[config.mk]
export PLATFORM = sky130hd
export DESIGN_NAME = puf_access_arbiter
export DESIGN_NICKNAME = d
export VERILOG_FILES = /design/src/rtl/puf_access_arbiter.sv
export SDC_FILE = /design/constraint.sdc
export NUM_CORES = 1
export LEC_CHECK = 0
export CORE_ASPECT_RATIO = 0.8
export CORE_MARGIN = 1
export CORE_UTILIZATION = 49
export DETAILED_ROUTE_END_ITERATION = 6
export PLACE_DENSITY = 0.86
export SYNTH_ARGS = -nofsm -noshare
export SYNTH_HDL_FRONTEND = slang
export SYNTH_SLANG_ARGS = --single-unit
[constraint.sdc]
create_clock -name clk -period 5.5 [get_ports clk]
set_input_delay 1.1 -clock clk [delete_from_list [all_inputs] [get_ports clk]]
set_output_delay 1.1 -clock clk [all_outputs]
set_load 0.01 [all_outputs]
[src/rtl/puf_access_arbiter.sv]
// Arbitrates two requesters onto the single PUF mapping core and sequences setup/trigger/done/release.
// Build option: define PUF_ARB_CAL_PRIORITY_EN for strict calibration priority instead of round-robin.
module puf_access_arbiter #(
    parameter int unsigned CHALLENGE_WIDTH = 32,
    parameter int unsigned RESPONSE_WIDTH  = 6,
    parameter int unsigned SETUP_CYCLES    = 2,
    parameter int unsigned REL_CYCLES      = 2,
    parameter int unsigned TIMEOUT         = 255
) (
    input  logic                       clk,
    input  logic                       rst_n,
    input  logic [1:0]                 req,
    input  logic [CHALLENGE_WIDTH-1:0] challenge0,
    input  logic [CHALLENGE_WIDTH-1:0] challenge1,
    output logic [1:0]                 ack,
    output logic                       busy,
    output logic [CHALLENGE_WIDTH-1:0] puf_challenge,
    output logic                       puf_trigger,
    input  logic                       puf_done,
    input  logic [RESPONSE_WIDTH-1:0]  puf_raw,
    input  logic                       puf_xor,
    output logic                       rsp_valid,
    output logic                       rsp_id,
    output logic [RESPONSE_WIDTH-1:0]  rsp_raw,
    output logic                       rsp_xor,
    output logic                       rsp_timeout,
    output logic [7:0]                 timeout_count
);

    localparam logic [15:0] SETUP_LOAD = 16'(SETUP_CYCLES - 1);
    localparam logic [15:0] REL_LOAD   = 16'(REL_CYCLES - 1);
    localparam logic [7:0]  TO_LIMIT   = 8'(TIMEOUT);

    typedef enum logic [1:0] {
        ST_IDLE,
        ST_SETUP,
        ST_ARMED,
        ST_RELEASE
    } state_t;

    state_t      r_state;
    state_t      w_state_nxt;
    logic [15:0] r_phase;
    logic [7:0]  r_to_cnt;
    logic        w_grant;
    logic        w_winner;
    logic        w_arm;
    logic        w_capture;
    logic        w_expire;
`ifndef PUF_ARB_CAL_PRIORITY_EN
    logic        r_last_grant;
`endif

    assign busy = (r_state != ST_IDLE);

    always_ff @(posedge clk) begin
        if (!rst_n) begin
            r_state <= ST_IDLE;
        end else begin
            r_state <= w_state_nxt;
        end
    end

    always_comb begin
        w_state_nxt = r_state;
        w_grant     = 1'b0;
        w_arm       = 1'b0;
        w_capture   = 1'b0;
        w_expire    = 1'b0;
`ifdef PUF_ARB_CAL_PRIORITY_EN
        w_winner    = ~req[0];
`else
        w_winner    = (req == 2'b11) ? ~r_last_grant : req[1];
`endif
        case (r_state)
            ST_IDLE: begin
                if (req != 2'b00) begin
                    w_grant     = 1'b1;
                    w_state_nxt = ST_SETUP;
                end
            end
            ST_SETUP: begin
                if (r_phase == '0) begin
                    w_arm       = 1'b1;
                    w_state_nxt = ST_ARMED;
                end
            end
            ST_ARMED: begin
                // Counter is compared before incrementing, so expiry lands TIMEOUT+1 cycles after trigger rise.
                if (puf_done) begin
                    w_capture   = 1'b1;
                    w_state_nxt = ST_RELEASE;
                end else if (r_to_cnt == TO_LIMIT) begin
                    w_expire    = 1'b1;
                    w_state_nxt = ST_RELEASE;
                end
            end
            ST_RELEASE: begin
                if ((r_phase == '0) && !puf_done) begin
                    w_state_nxt = ST_IDLE;
                end
            end
            default: w_state_nxt = ST_IDLE;
        endcase
    end

    always_ff @(posedge clk) begin
        if (!rst_n) begin
            ack           <= '0;
            puf_challenge <= '0;
            puf_trigger   <= 1'b0;
            rsp_valid     <= 1'b0;
            rsp_id        <= 1'b0;
            rsp_raw       <= '0;
            rsp_xor       <= 1'b0;
            rsp_timeout   <= 1'b0;
            timeout_count <= '0;
            r_phase       <= '0;
            r_to_cnt      <= '0;
`ifndef PUF_ARB_CAL_PRIORITY_EN
            r_last_grant  <= 1'b1;
`endif
        end else begin
            ack       <= '0;
            rsp_valid <= 1'b0;
            case (r_state)
                ST_IDLE: begin
                    if (w_grant) begin
                        ack           <= w_winner ? 2'b10 : 2'b01;
                        puf_challenge <= w_winner ? challenge1 : challenge0;
                        rsp_id        <= w_winner;
                        r_phase       <= SETUP_LOAD;
`ifndef PUF_ARB_CAL_PRIORITY_EN
                        r_last_grant  <= w_winner;
`endif
                    end
                end
                ST_SETUP: begin
                    if (w_arm) begin
                        puf_trigger <= 1'b1;
                        r_to_cnt    <= '0;
                    end else begin
                        r_phase <= r_phase - 1'b1;
                    end
                end
                ST_ARMED: begin
                    if (w_capture) begin
                        rsp_valid   <= 1'b1;
                        rsp_raw     <= puf_raw;
                        rsp_xor     <= puf_xor;
                        rsp_timeout <= 1'b0;
                        puf_trigger <= 1'b0;
                        r_phase     <= REL_LOAD;
                    end else if (w_expire) begin
                        rsp_valid   <= 1'b1;
                        rsp_raw     <= '0;
                        rsp_xor     <= 1'b0;
                        rsp_timeout <= 1'b1;
                        puf_trigger <= 1'b0;
                        r_phase     <= REL_LOAD;
                        if (timeout_count != 8'hFF) begin
                            timeout_count <= timeout_count + 1'b1;
                        end
                    end else begin
                        r_to_cnt <= r_to_cnt + 1'b1;
                    end
                end
                ST_RELEASE: begin
                    if (r_phase != '0) begin
                        r_phase <= r_phase - 1'b1;
                    end
                end
                default: ;
            endcase
        end
    end

endmodule

After elaboration in Yosys (flattened, before gate mapping)
Cells that the tools add are included.

Add/subtract/negate cells: 3. Eq/ne operators: 17. Multiplexer cells: 39. Bitwise operators: 2. Reductions and logical operators: 18.

Operators with widths (number): two-way mux 16 bit (5); one-hot mux 16 bit (4 select lines) (1); two-way mux 32 bit (1); two-way mux 8 bit (3); two-way mux 1 bit (18); != test 2 bit (second input constant) (9); adder 8 x 1 -> 8 bit (second input constant) (2); zero test 16 bit (1); one-hot mux 8 bit (2 select lines) (1); AND reduction 4 bit (4); nonzero test 16 bit (1); subtractor 16 x 1 -> 16 bit (second input constant) (1); two-way mux 2 bit (6); two-way mux 6 bit (2); equality test 8 bit (second input constant) (1); != test 8 bit (second input constant) (1); one-hot mux 2 bit (4 select lines) (1); nonzero test 2 bit (4); equality test 2 bit (second input constant) (3); != test 3 bit (second input constant) (2); AND reduction 2 bit (3); AND reduction 3 bit (2); equality test 2 x 1 -> 1 bit (second input constant) (1); zero test 2 bit (1); other kinds (4) (5).

Flip-flop bits (word level): 80. Input bits: 76. Output and inout port bits: 54. Word-level logic and storage cells: 92.

Logic depth before layout (Yosys ltp)
Gate-level depths: netlist (run 1).

Depth after elaboration: 7. Depth in mapped cells: 9. Mapped depth without buffers: 7.

Worst setup path after synthesis (run 1)
No wires, ideal clock.

Kind: input to register. Start: in puf_done. End: reg timeout_count[4]. Setup time: 0.070 ns. Data arrival time: 2.438 ns. Required time: 5.430 ns. Setup slack: 2.992 ns. Stages on the path: 5. Buffers on the path: 0. Cells stage by stage: nor2b_1 > nor3b_1 > nand3_1 > or3_1 > a21oi_1.

Longest elaborated chain between the ends: 4. Elaborated cells between the ends (all ways): 6. Classes of those cells: mux: 4; bitwise: 1; reduce/logical: 1.

Ends and longest elaborated chain: from (decl) (line 19) `input logic puf_done,`; two-way mux 1 bit (line 90) `if (puf_done) begin`; two-way mux 1 bit (line 75) `case (r_state)`; NOT 1 bit (no line); AND reduction 4 bit (no line) (*); to (signal assigned) (line 162) `timeout_count <= timeout_count + 1'b1;`; to (decl) (line 27) `output logic [7:0] timeout_count`.

Mark *: on every way between the ends. The rest lies on a longest branch, timed or not. A chain may end at the register's enable or synchronous reset.

Worst setup path in the final report (run 1)
Start: reg r_state[0]. End: out busy.

Longest elaborated chain between the ends: 1.

Ends and longest elaborated chain: from (decl) (line 41) `state_t r_state;`; from (signal assigned) (line 60) `r_state <= w_state_nxt;`; nonzero test 2 bit (line 54) `assign busy = (r_state != ST_IDLE);`; to (decl) (line 16) `output logic busy,`.

No other way between the ends.

==> results.json, run 1 <==
{
  "finalClockSkew_ns": 0.00905,
  "worstReg2RegEnd": "r_phase[8]",
  "grt-ovfl-total": 0,
  "critPathRequiredTime_ns": 4.40,
  "ant_nets": 0,
  "cap_violations": 0,
  "fill_cells": 517,
  "cp-startpoint": "r_state[0]",
  "ctsHoldBuffers": 0,
  "finalNetCount": 616,
  "hold_viol_final": 0,
  "syn_to_final_growth_pct": 42.6,
  "die_w_um": 99.3,
  "cp-endpoint": "busy",
  "ys_warn_count": 0,
  "wirelength_um": 9350,
  "grt_max_degree": 58,
  "wl_per_cell_um": 15.0,
  "cts_buffer_depth": 2,
  "cts-root-buf": "clkbuf_8",
  "reg2reg_depth": 5,
  "cts_inserted_buffers": 9,
  "timing.final.ws_setup_ns": 2.50,
  "initial_utilization_pct": 52.3,
  "async_flop_share_pct": 0,
  "antenna_found_initial": 0,
  "cts_setup_buffers": 0,
  "drc": 0,
  "path_clk_slew_ns": 0.08,
  "cts_sinks": 80,
  "cts_resized": 0,
  "drtIter0Drc": 140,
  "pwr_density_cell_nw_per_um2": 493,
  "htreeDepth": 3,
  "synth_cell_types": 49,
  "vdd_ir_drop_max_mv": 0.244,
  "dp_slack_ns": 2.18,
  "slowest_stage": "clkdlybuf4s50_1",
  "p_leak_nw": 1.98,
  "tightestPinTransition_ns": 0.925,
  "ys_seq_area_share_pct": 43.2,
  "dieArea_um2": 7920,
  "critical-path-max-stage-delay_ns": 0.58,
  "core_um2": 7090,
  "min_period_over_period_pct": 54.5,
  "setup_tns_ns": 0,
  "place_congestion": 0.798,
  "hpwlAfterDp_um": 6810,
  "diodes": 0,
  "synthesis.nets": 499,
  "crit_path_cell_trace": "inv_1 -> ha_1 -> inv_1 -> clkdlybuf4s50_1",
  "clk_latency_ns": 0.36,
  "placementRows": 27,
  "min_period_ns": 3.00,
  "path_class": "flop to output port",
  "hp-class": "flop to flop",
  "maxSlewHeadroom_pct": 38.1,
  "arrival_ns": 1.90,
  "syn_area_per_cell_um2": 8.91,
  "numPortBuffers": 129,
  "rr_startpoint": "r_phase[2]",
  "dr.pass1.iters": 4,
  "synth_edf_count": 0,
  "max_freq_ghz": 0.334,
  "setup_viol": 0,
  "synth_seq_cells": 80,
  "cts_tree": "yes",
  "finalMaxSlewViolations": 0,
  "grt_pass1_vias": 3264,
  "netlist_instances": 416,
  "vias": 3511,
  "grt_pass1_wl_um": 15000,
  "num_io_pins": 130,
  "crit_top_cell": "inv_1",
  "grt_usage_pct": 24.3,
  "die_y_um": 79.8,
  "rsz0062_at_grt": "no",
  "regArea_um2": 1600,
  "endpoint_kind": "output port",
  "status": "finished, final reports clean",
  "crit_path_max_fanout": 7,
  "start_kind": "flop",
  "routed_via_density": 5.62,
  "holdPathStages": 2,
  "r2r_setup_slack_ns": 2.59,
  "multi_input_area_um2": 1980,
  "synth_area_um2": 3710,
  "drive_gt1_share_pct": 6.32,
  "synth_flop_cell": "dfxtp_1"
}
cells in the mapped netlist (all sizes together), types with 2 or more instances:
| cell | number | area, µm² |
|---|---|---|
| dfxtp | 80 | 1600 |
| nor2 | 59 | 221 |
| a211oi | 36 | 275 |
| mux2i | 35 | 350 |
| a21oi | 28 | 140 |
| nand2 | 24 | 90.1 |
| clkbuf | 19 | 71.3 |
| nand3 | 18 | 90.1 |
| or4 | 14 | 113 |
| o21ai | 13 | 65.1 |
| or3 | 10 | 62.6 |
| inv | 8 | 30.0 |
| buf | 7 | 43.8 |
| ha | 7 | 87.6 |
| o31ai | 7 | 57.6 |
| xnor2 | 6 | 52.6 |
| xor2 | 6 | 52.6 |
| and3 | 5 | 31.3 |
| nand4 | 4 | 25.0 |
| o211ai | 4 | 43.8 |
| and2 | 3 | 18.8 |
| a21boi | 2 | 15.0 |
| nor3 | 2 | 15.0 |
| or2 | 2 | 12.5 |
sequential cells by signal, indices dropped and copies added (netlist names):
signal,cells
rsp_timeout,1
rsp_valid,1
puf_challenge,32
ack,2
r_phase,16
rsp_id,1
rsp_raw,6
rsp_xor,1
timeout_count,8
r_to_cnt,8
r_state,2
puf_trigger,1
r_last_grant,1
per-stage QoR:
stage	util, %	hold WS (ns)	instance area (µm²)	std cells	power (mW)
after global routing	74.6	0.509	5290	625	2.78
after global placement	71.0	0.456	5030	609	2.01
after CTS	74.6	0.485	5290	625	2.61
after detailed placement	71.0	0.473	5030	609	2.07
after floorplan	-	0.431	3710	416	1.66
final	74.6	0.482	5290	625	2.61
cell type report:
cell class | count | share of cell area [%]
Multi-Input combinational cell | 302 | 37.4
Sequential cell | 80 | 30.3
Timing Repair Buffer | 132 | 24.8
Clock buffer | 10 | 2.60
Clock inverter | 6 | 2.20
Tap cell | 87 | 2.06
Inverter | 8 | 0.568
how the worst min path moves through the flow:
stage / start / to
3_5_place_dp: rsp_raw[4] / rsp_raw[4]
2_1_floorplan: r_phase[5] / r_phase[5]
5_1_grt: rsp_raw[3] / rsp_raw[3]
4_1_cts: rsp_raw[4] / rsp_raw[4]
6_report: rsp_raw[4] / rsp_raw[4]
3_3_place_gp: r_phase[14] / r_phase[14]
layer usage:
metal  vias to the layer above  track usage [%]  part of all wire, %
met1                      1602             26.7                   40
met5                         -                0                    0
met4                         0             10.7                  2.1
met3                        21             8.06                  8.3
li1                       1744                -                    -
met2                       144             43.1                   49
placed cells by master (no fill, tap or decap), types with 2 or more instances in the layout:
master,netlist,routed
nand4_1,4,4
clkinv_4,0,3
o21ai_0,10,10
a211oi_1,35,35
xnor2_1,6,6
clkbuf_8,0,10
a21oi_1,28,28
ha_1,7,7
or4_4,2,2
nor2_1,59,58
and2_1,3,3
bufinv_16,0,3
o21ai_1,3,3
clkdlybuf4s50_1,0,129
xor2_1,6,6
or4_1,12,12
and3_1,5,5
or3_1,10,10
o31ai_1,6,6
inv_1,8,8
dfxtp_1,80,80
nand2_1,24,24
nand3_1,18,18
mux2i_1,35,35
buf_4,0,3
or2_2,2,2
o211ai_1,3,3
power by group:
group | total [mW] | internal (mW) | switching (mW)
Sequential | 0.847 | 0.736 | 0.110
Combinational | 1.23 | 0.553 | 0.674
Clock | 0.534 | 0.316 | 0.218
cell families after synthesis:
kind of cell             count (synthesis)  synth area share, %
buffers and inverters                   34                 3.91
flip-flops                              80                 43.2
multiplexers                            35                 9.45
AND/OR/NAND/NOR                        149                 20.0
XOR/XNOR                                12                 2.83
adder cells (fa/ha/maj)                  7                 2.36
AO/OA/AOI/OAI                           99                 18.3
critical path: cells and delay by family, from the launching register on:
kind	cells	cell delay, ns
buf+inv	3	0.85
flops	1	0.39
fa+ha+maj	1	0.30
No activity file was read; power rests on OpenSTA's default activity.
==> inputs of run 2 (changes only) <==
--- a/config.mk
+++ b/config.mk
@@ -7,9 +7,9 @@
 export LEC_CHECK = 0
 export CORE_ASPECT_RATIO = 0.8
 export CORE_MARGIN = 1
-export CORE_UTILIZATION = 49
+export CORE_UTILIZATION = 41
 export DETAILED_ROUTE_END_ITERATION = 6
-export PLACE_DENSITY = 0.86
+export PLACE_DENSITY = 0.77
 export SYNTH_ARGS = -nofsm -noshare
 export SYNTH_HDL_FRONTEND = slang
 export SYNTH_SLANG_ARGS = --single-unit
==> constraint.sdc (replaced) <==
create_clock -name clk -period 2.6 [get_ports clk]
set_input_delay 0.52 -clock clk [delete_from_list [all_inputs] [get_ports clk]]
set_output_delay 0.52 -clock clk [all_outputs]
set_load 0.01 [all_outputs]
==> run 2 against run 1 <==
Net effect:
- die area rose by 19%
- count of clock-buffer cells in the layout did not move
- first-iteration DRC count fell by 39%
- hold slack got worse by 0.015 ns
- sequential share of layout area fell by 1.3 points
- sequential power rose by 110%
- highest routed layer unchanged
- register-to-register slack got worse by 2.4 ns
- critical path depth rose by 4
==> results.json, run 2 (same netlist as run 1, synthesis figures left out) <==
{
  "arrival_ns": 2.68,
  "cts_inserted_buffers": 9,
  "grt_usage_pct": 20.4,
  "cp-startpoint": "r_phase[0]",
  "crit_path_max_fanout": 17,
  "clk_latency_ns": 0.33,
  "grt_pass1_vias": 3218,
  "core_um2": 8630,
  "cts_tree": "yes",
  "dr.pass1.iters": 4,
  "htreeDepth": 3,
  "rr_startpoint": "r_phase[0]",
  "cts-root-buf": "clkbuf_16",
  "slowest_stage": "or4b_2",
  "diodes": 0,
  "placementRows": 30,
  "hold_start": "rsp_raw[1]",
  "ant_nets": 0,
  "hpwlAfterDp_um": 6900,
  "p_leak_nw": 2.08,
  "min_period_over_period_pct": 93.3,
  "path_class": "flop to flop",
  "hp-class": "flop to flop",
  "pwr_density_cell_nw_per_um2": 1050,
  "maxSlewHeadroom_pct": 69.7,
  "setup_viol": 0,
  "largest_reg_flops": 32,
  "design_area_um2": 5530,
  "critical-path-max-stage-delay_ns": 0.58,
  "grt-ovfl-total": 0,
  "routed_via_density": 5.29,
  "initial_utilization_pct": 43.0,
  "cp_top_family": "simple AND/OR/NAND/NOR gates",
  "num_io_pins": 130,
  "start_kind": "flop",
  "die_w_um": 108,
  "final_cell_mix": "clkdlybuf4s50_1 (129), dfxtp_1 (80), nor2_1 (58), mux2i_1 (35), a211oi_1 (35)",
  "drc": 0,
  "place_congestion": 0.881,
  "vias": 3510,
  "final_common_cell": "clkdlybuf4s50_1",
  "finalNetCount": 630,
  "wirelength_um": 9360,
  "antenna_found_initial": 0,
  "min_period_ns": 2.43,
  "path_buf_inv": 2,
  "wl_per_cell_um": 14.1,
  "top_regs": "puf_challenge (32), r_phase (16)",
  "crit_path_cell_trace": "inv_1 -> ha_1 -> or4b_2 -> or4_4 -> o211ai_4 -> buf_12 -> nor3_2 -> a211oi_2",
  "status": "finished, final reports clean",
  "die_y_um": 87.1,
  "drive_gt1_share_pct": 8.70,
  "top_register": "puf_challenge",
  "critPathRequiredTime_ns": 2.85,
  "finalClockSkew_ns": 0.00414,
  "cts_buffer_depth": 2,
  "finalMaxSlewViolations": 0,
  "rsz0062_at_grt": "no",
  "final_util_pct": 64.1,
  "vdd_ir_drop_max_mv": 0.557,
  "grt_pass1_wl_um": 14900,
  "holdWs_ns": 0.467,
  "placed_cell_area_um2": 5190,
  "cts_sinks": 80,
  "ctsHoldBuffers": 0,
  "hold_viol_final": 0,
  "endpoint_kind": "flop",
  "max_freq_ghz": 0.412,
  "syn_to_final_growth_pct": 49.1,
  "dieArea_um2": 9430,
  "tightestPinTransition_ns": 0.452,
  "numPortBuffers": 129,
  "grt_max_degree": 58,
  "setup_tns_ns": 0,
  "path_clk_slew_ns": 0.06,
  "drtIter0Drc": 86,
  "cap_violations": 0
}
## run 2: worst paths after layout
kind | slack [ns] | cells after the start | endpoint
hold reg to reg | 0.47 | 2 | rsp_raw[1]
hold / removal | 0.47 | 2 | rsp_raw[1]
setup reg to reg | 0.17 | 8 | r_phase[0]
setup / recovery | 0.17 | 8 | r_phase[0]
## run 2: repair_timing
action | CTS | global route
hold endpoints to repair | 0 | 0
buffers inserted | 0 | 1
endpoints found under the setup margin | 0 | 8
resized for setup | 0 | 1
## run 2: area by class of cell
cell class | instances | area (µm²)
Inverter | 8 | 30.0
Multi-Input combinational cell | 302 | 1980
Tap cell | 112 | 140
Clock buffer | 10 | 229
Clock inverter | 6 | 92.6
Sequential cell | 80 | 1600
Fill cell | 723 | 3100
Timing Repair Buffer | 146 | 1460
## run 2: tightest hold or removal path: stages (launching register included)
cell     delay, ns
dfxtp_1       0.31
nand3_1       0.06
a21oi_1       0.06
## run 2: per-layer routing
| metal | share of wire [%] | global-route usage [%] | wire length, µm |
|---|---|---|---|
| met2 | 48 | 34.6 | 4470 |
| met4 | 1.7 | 6.27 | 156 |
| met3 | 8.3 | 8.00 | 773 |
| met5 | 0 | 0 | 0 |
| met1 | 42 | 23.6 | 3950 |
## run 2: report_power, final
group | switching [mW] | internal [mW]
clock | 0.505 | 0.846
sequential | 0.224 | 1.56
combinational | 1.41 | 1.27
## run 2: stage by stage
stage	std cells	worst slack (ns)	power, mW
5_1_grt	664	0.0338	6.19
4_1_cts	663	0.0546	5.80
6_report	664	0.174	5.82
3_3_place_gp	647	0.133	4.32
2_1_floorplan	416	0.213	3.52
3_5_place_dp	647	0.0566	4.43
==> inputs of run 3 (changes only) <==
--- a/config.mk
+++ b/config.mk
@@ -7,9 +7,10 @@
 export LEC_CHECK = 0
 export CORE_ASPECT_RATIO = 0.8
 export CORE_MARGIN = 1
-export CORE_UTILIZATION = 41
+export CORE_UTILIZATION = 40
 export DETAILED_ROUTE_END_ITERATION = 6
-export PLACE_DENSITY = 0.77
+export PLACE_DENSITY = 0.75
+export REMOVE_ABC_BUFFERS = 1
 export SYNTH_ARGS = -nofsm -noshare
 export SYNTH_HDL_FRONTEND = slang
 export SYNTH_SLANG_ARGS = --single-unit
==> run 3 against run 2 <==
Net effect:
- core utilization down 3.3 points
- sequential power about the same
- first-iteration DRC count up 80%
- clock power down 12%
- via count down 0.66%
- final cell count up 0.30%
- critical path depth unchanged
==> results.json, run 3 (same netlist as run 1, synthesis figures left out) <==
{
  "finalClockSkew_ns": 0.00990,
  "hpwlAfterDp_um": 7010,
  "min_period_ns": 2.48,
  "die_y_um": 88.1,
  "grt_max_degree": 66,
  "holdWs_ns": 0.468,
  "initial_utilization_pct": 41.0,
  "finalNetCount": 629,
  "path_class": "flop to flop",
  "final_util_pct": 60.7,
  "cts_setup_buffers": 0,
  "place_congestion": 0.848,
  "path_clk_slew_ns": 0.06,
  "hold_viol_final": 0,
  "dr.pass1.iters": 5,
  "hold_start": "r_phase[5]",
  "holdPathStages": 2,
  "cts_inserted_buffers": 9,
  "endpoint_kind": "flop",
  "cts_sinks": 80,
  "largest_reg_flops": 32,
  "diodes": 0,
  "stdcell_count": 666,
  "critPathRequiredTime_ns": 2.85,
  "power.total_mw": 5.65,
  "maxSlewHeadroom_pct": 68.9,
  "routed_via_density": 5.24,
  "vias": 3487,
  "hp-class": "flop to flop",
  "top_register": "puf_challenge",
  "grt_usage_pct": 20.0,
  "arrival_ns": 2.73,
  "numPortBuffers": 129,
  "cap_violations": 0,
  "drtIter0Drc": 155,
  "placed_cell_area_um2": 5200,
  "drive_gt1_share_pct": 8.71,
  "status": "finished, final reports clean",
  "clk_latency_ns": 0.34,
  "cts_resized": 0,
  "wirelength_um": 9410,
  "rr_startpoint": "r_phase[0]",
  "placementRows": 31,
  "finalMaxSlewViolations": 0,
  "crit_path_max_fanout": 17,
  "design_area_um2": 5490,
  "htreeDepth": 3,
  "cp-startpoint": "r_phase[0]",
  "ant_nets": 0,
  "wl_per_cell_um": 14.1,
  "tightestPinTransition_ns": 0.464,
  "setup_viol": 0,
  "setup_tns_ns": 0,
  "reg2reg_depth": 8,
  "dieArea_um2": 9660,
  "top_regs": "puf_challenge (32), r_phase (16)",
  "ctsHoldBuffers": 0,
  "syn_to_final_growth_pct": 48.0,
  "final_cell_mix": "clkdlybuf4s50_1 (129), dfxtp_1 (80), nor2_1 (58), mux2i_1 (35), a211oi_1 (35)",
  "core_um2": 9040,
  "min_period_over_period_pct": 95.3,
  "cts_tree": "yes",
  "timing.final.ws_setup_ns": 0.123,
  "grt_pass1_wl_um": 15000,
  "die_w_um": 110,
  "num_io_pins": 130,
  "p_leak_nw": 2.06,
  "cts-root-buf": "clkbuf_16",
  "start_kind": "flop",
  "grt_pass1_vias": 3307,
  "rsz0062_at_grt": "no",
  "pwr_density_cell_nw_per_um2": 1030,
  "dp_slack_ns": 0.134,
  "antenna_found_initial": 0,
  "grt-ovfl-total": 0,
  "vdd_ir_drop_max_mv": 0.513,
  "max_freq_ghz": 0.404,
  "cts_buffer_depth": 2,
  "dp_cells": 650,
  "drc": 0,
  "final_common_cell": "clkdlybuf4s50_1"
}
-- run 3: changes by cell type in the layout (fill, tap and decap cells not counted) --
cell | previous run | this run
inv_6 | 1 | 4
bufinv_16 | 2 | 0
buf_4 | 14 | 13
clkbuf_1 | 1 | 0
clkinv_2 | 0 | 1
clkinv_4 | 1 | 0
clkinvlp_4 | 2 | 1
inv_8 | 0 | 1
-- run 3: per-layer routing --
layer	part of all wire [%]	global-route usage [%]	vias up
met2	49	34.4	105
met3	6.6	6.62	9
li1	-	-	1782
met1	44	23.8	1591
met5	0	0	-
met4	0.89	5.94	0
-- run 3: area by class of cell --
type | count | area, µm²
Clock buffer | 9 | 225
Clock inverter | 7 | 58.8
Fill cell | 810 | 3550
Inverter | 8 | 30.0
Multi-Input combinational cell | 302 | 1980
Sequential cell | 80 | 1600
Tap cell | 115 | 144
Timing Repair Buffer | 145 | 1450
-- run 3: final timing paths --
kind                              endpoint  slack, ns
worst max-delay path            r_phase[0]       0.12
worst min-delay path            r_phase[5]       0.47
worst max register to register  r_phase[0]       0.12
worst min register to register  r_phase[5]       0.47
-- run 3: power breakdown --
group	switching (mW)	internal, mW	total (mW)
logic	1.40	1.27	2.68
registers	0.222	1.56	1.78
clock network	0.529	0.665	1.19
total	2.15	3.50	5.65
-- run 3: worst max-delay path: stages, from the launching register on --
cell	delay [ns]
dfxtp_1	0.30
inv_1	0.15
ha_1	0.20
or4b_2	0.59
or4_4	0.52
o211ai_4	0.24
buf_12	0.17
nor3_2	0.05
a211oi_2	0.19
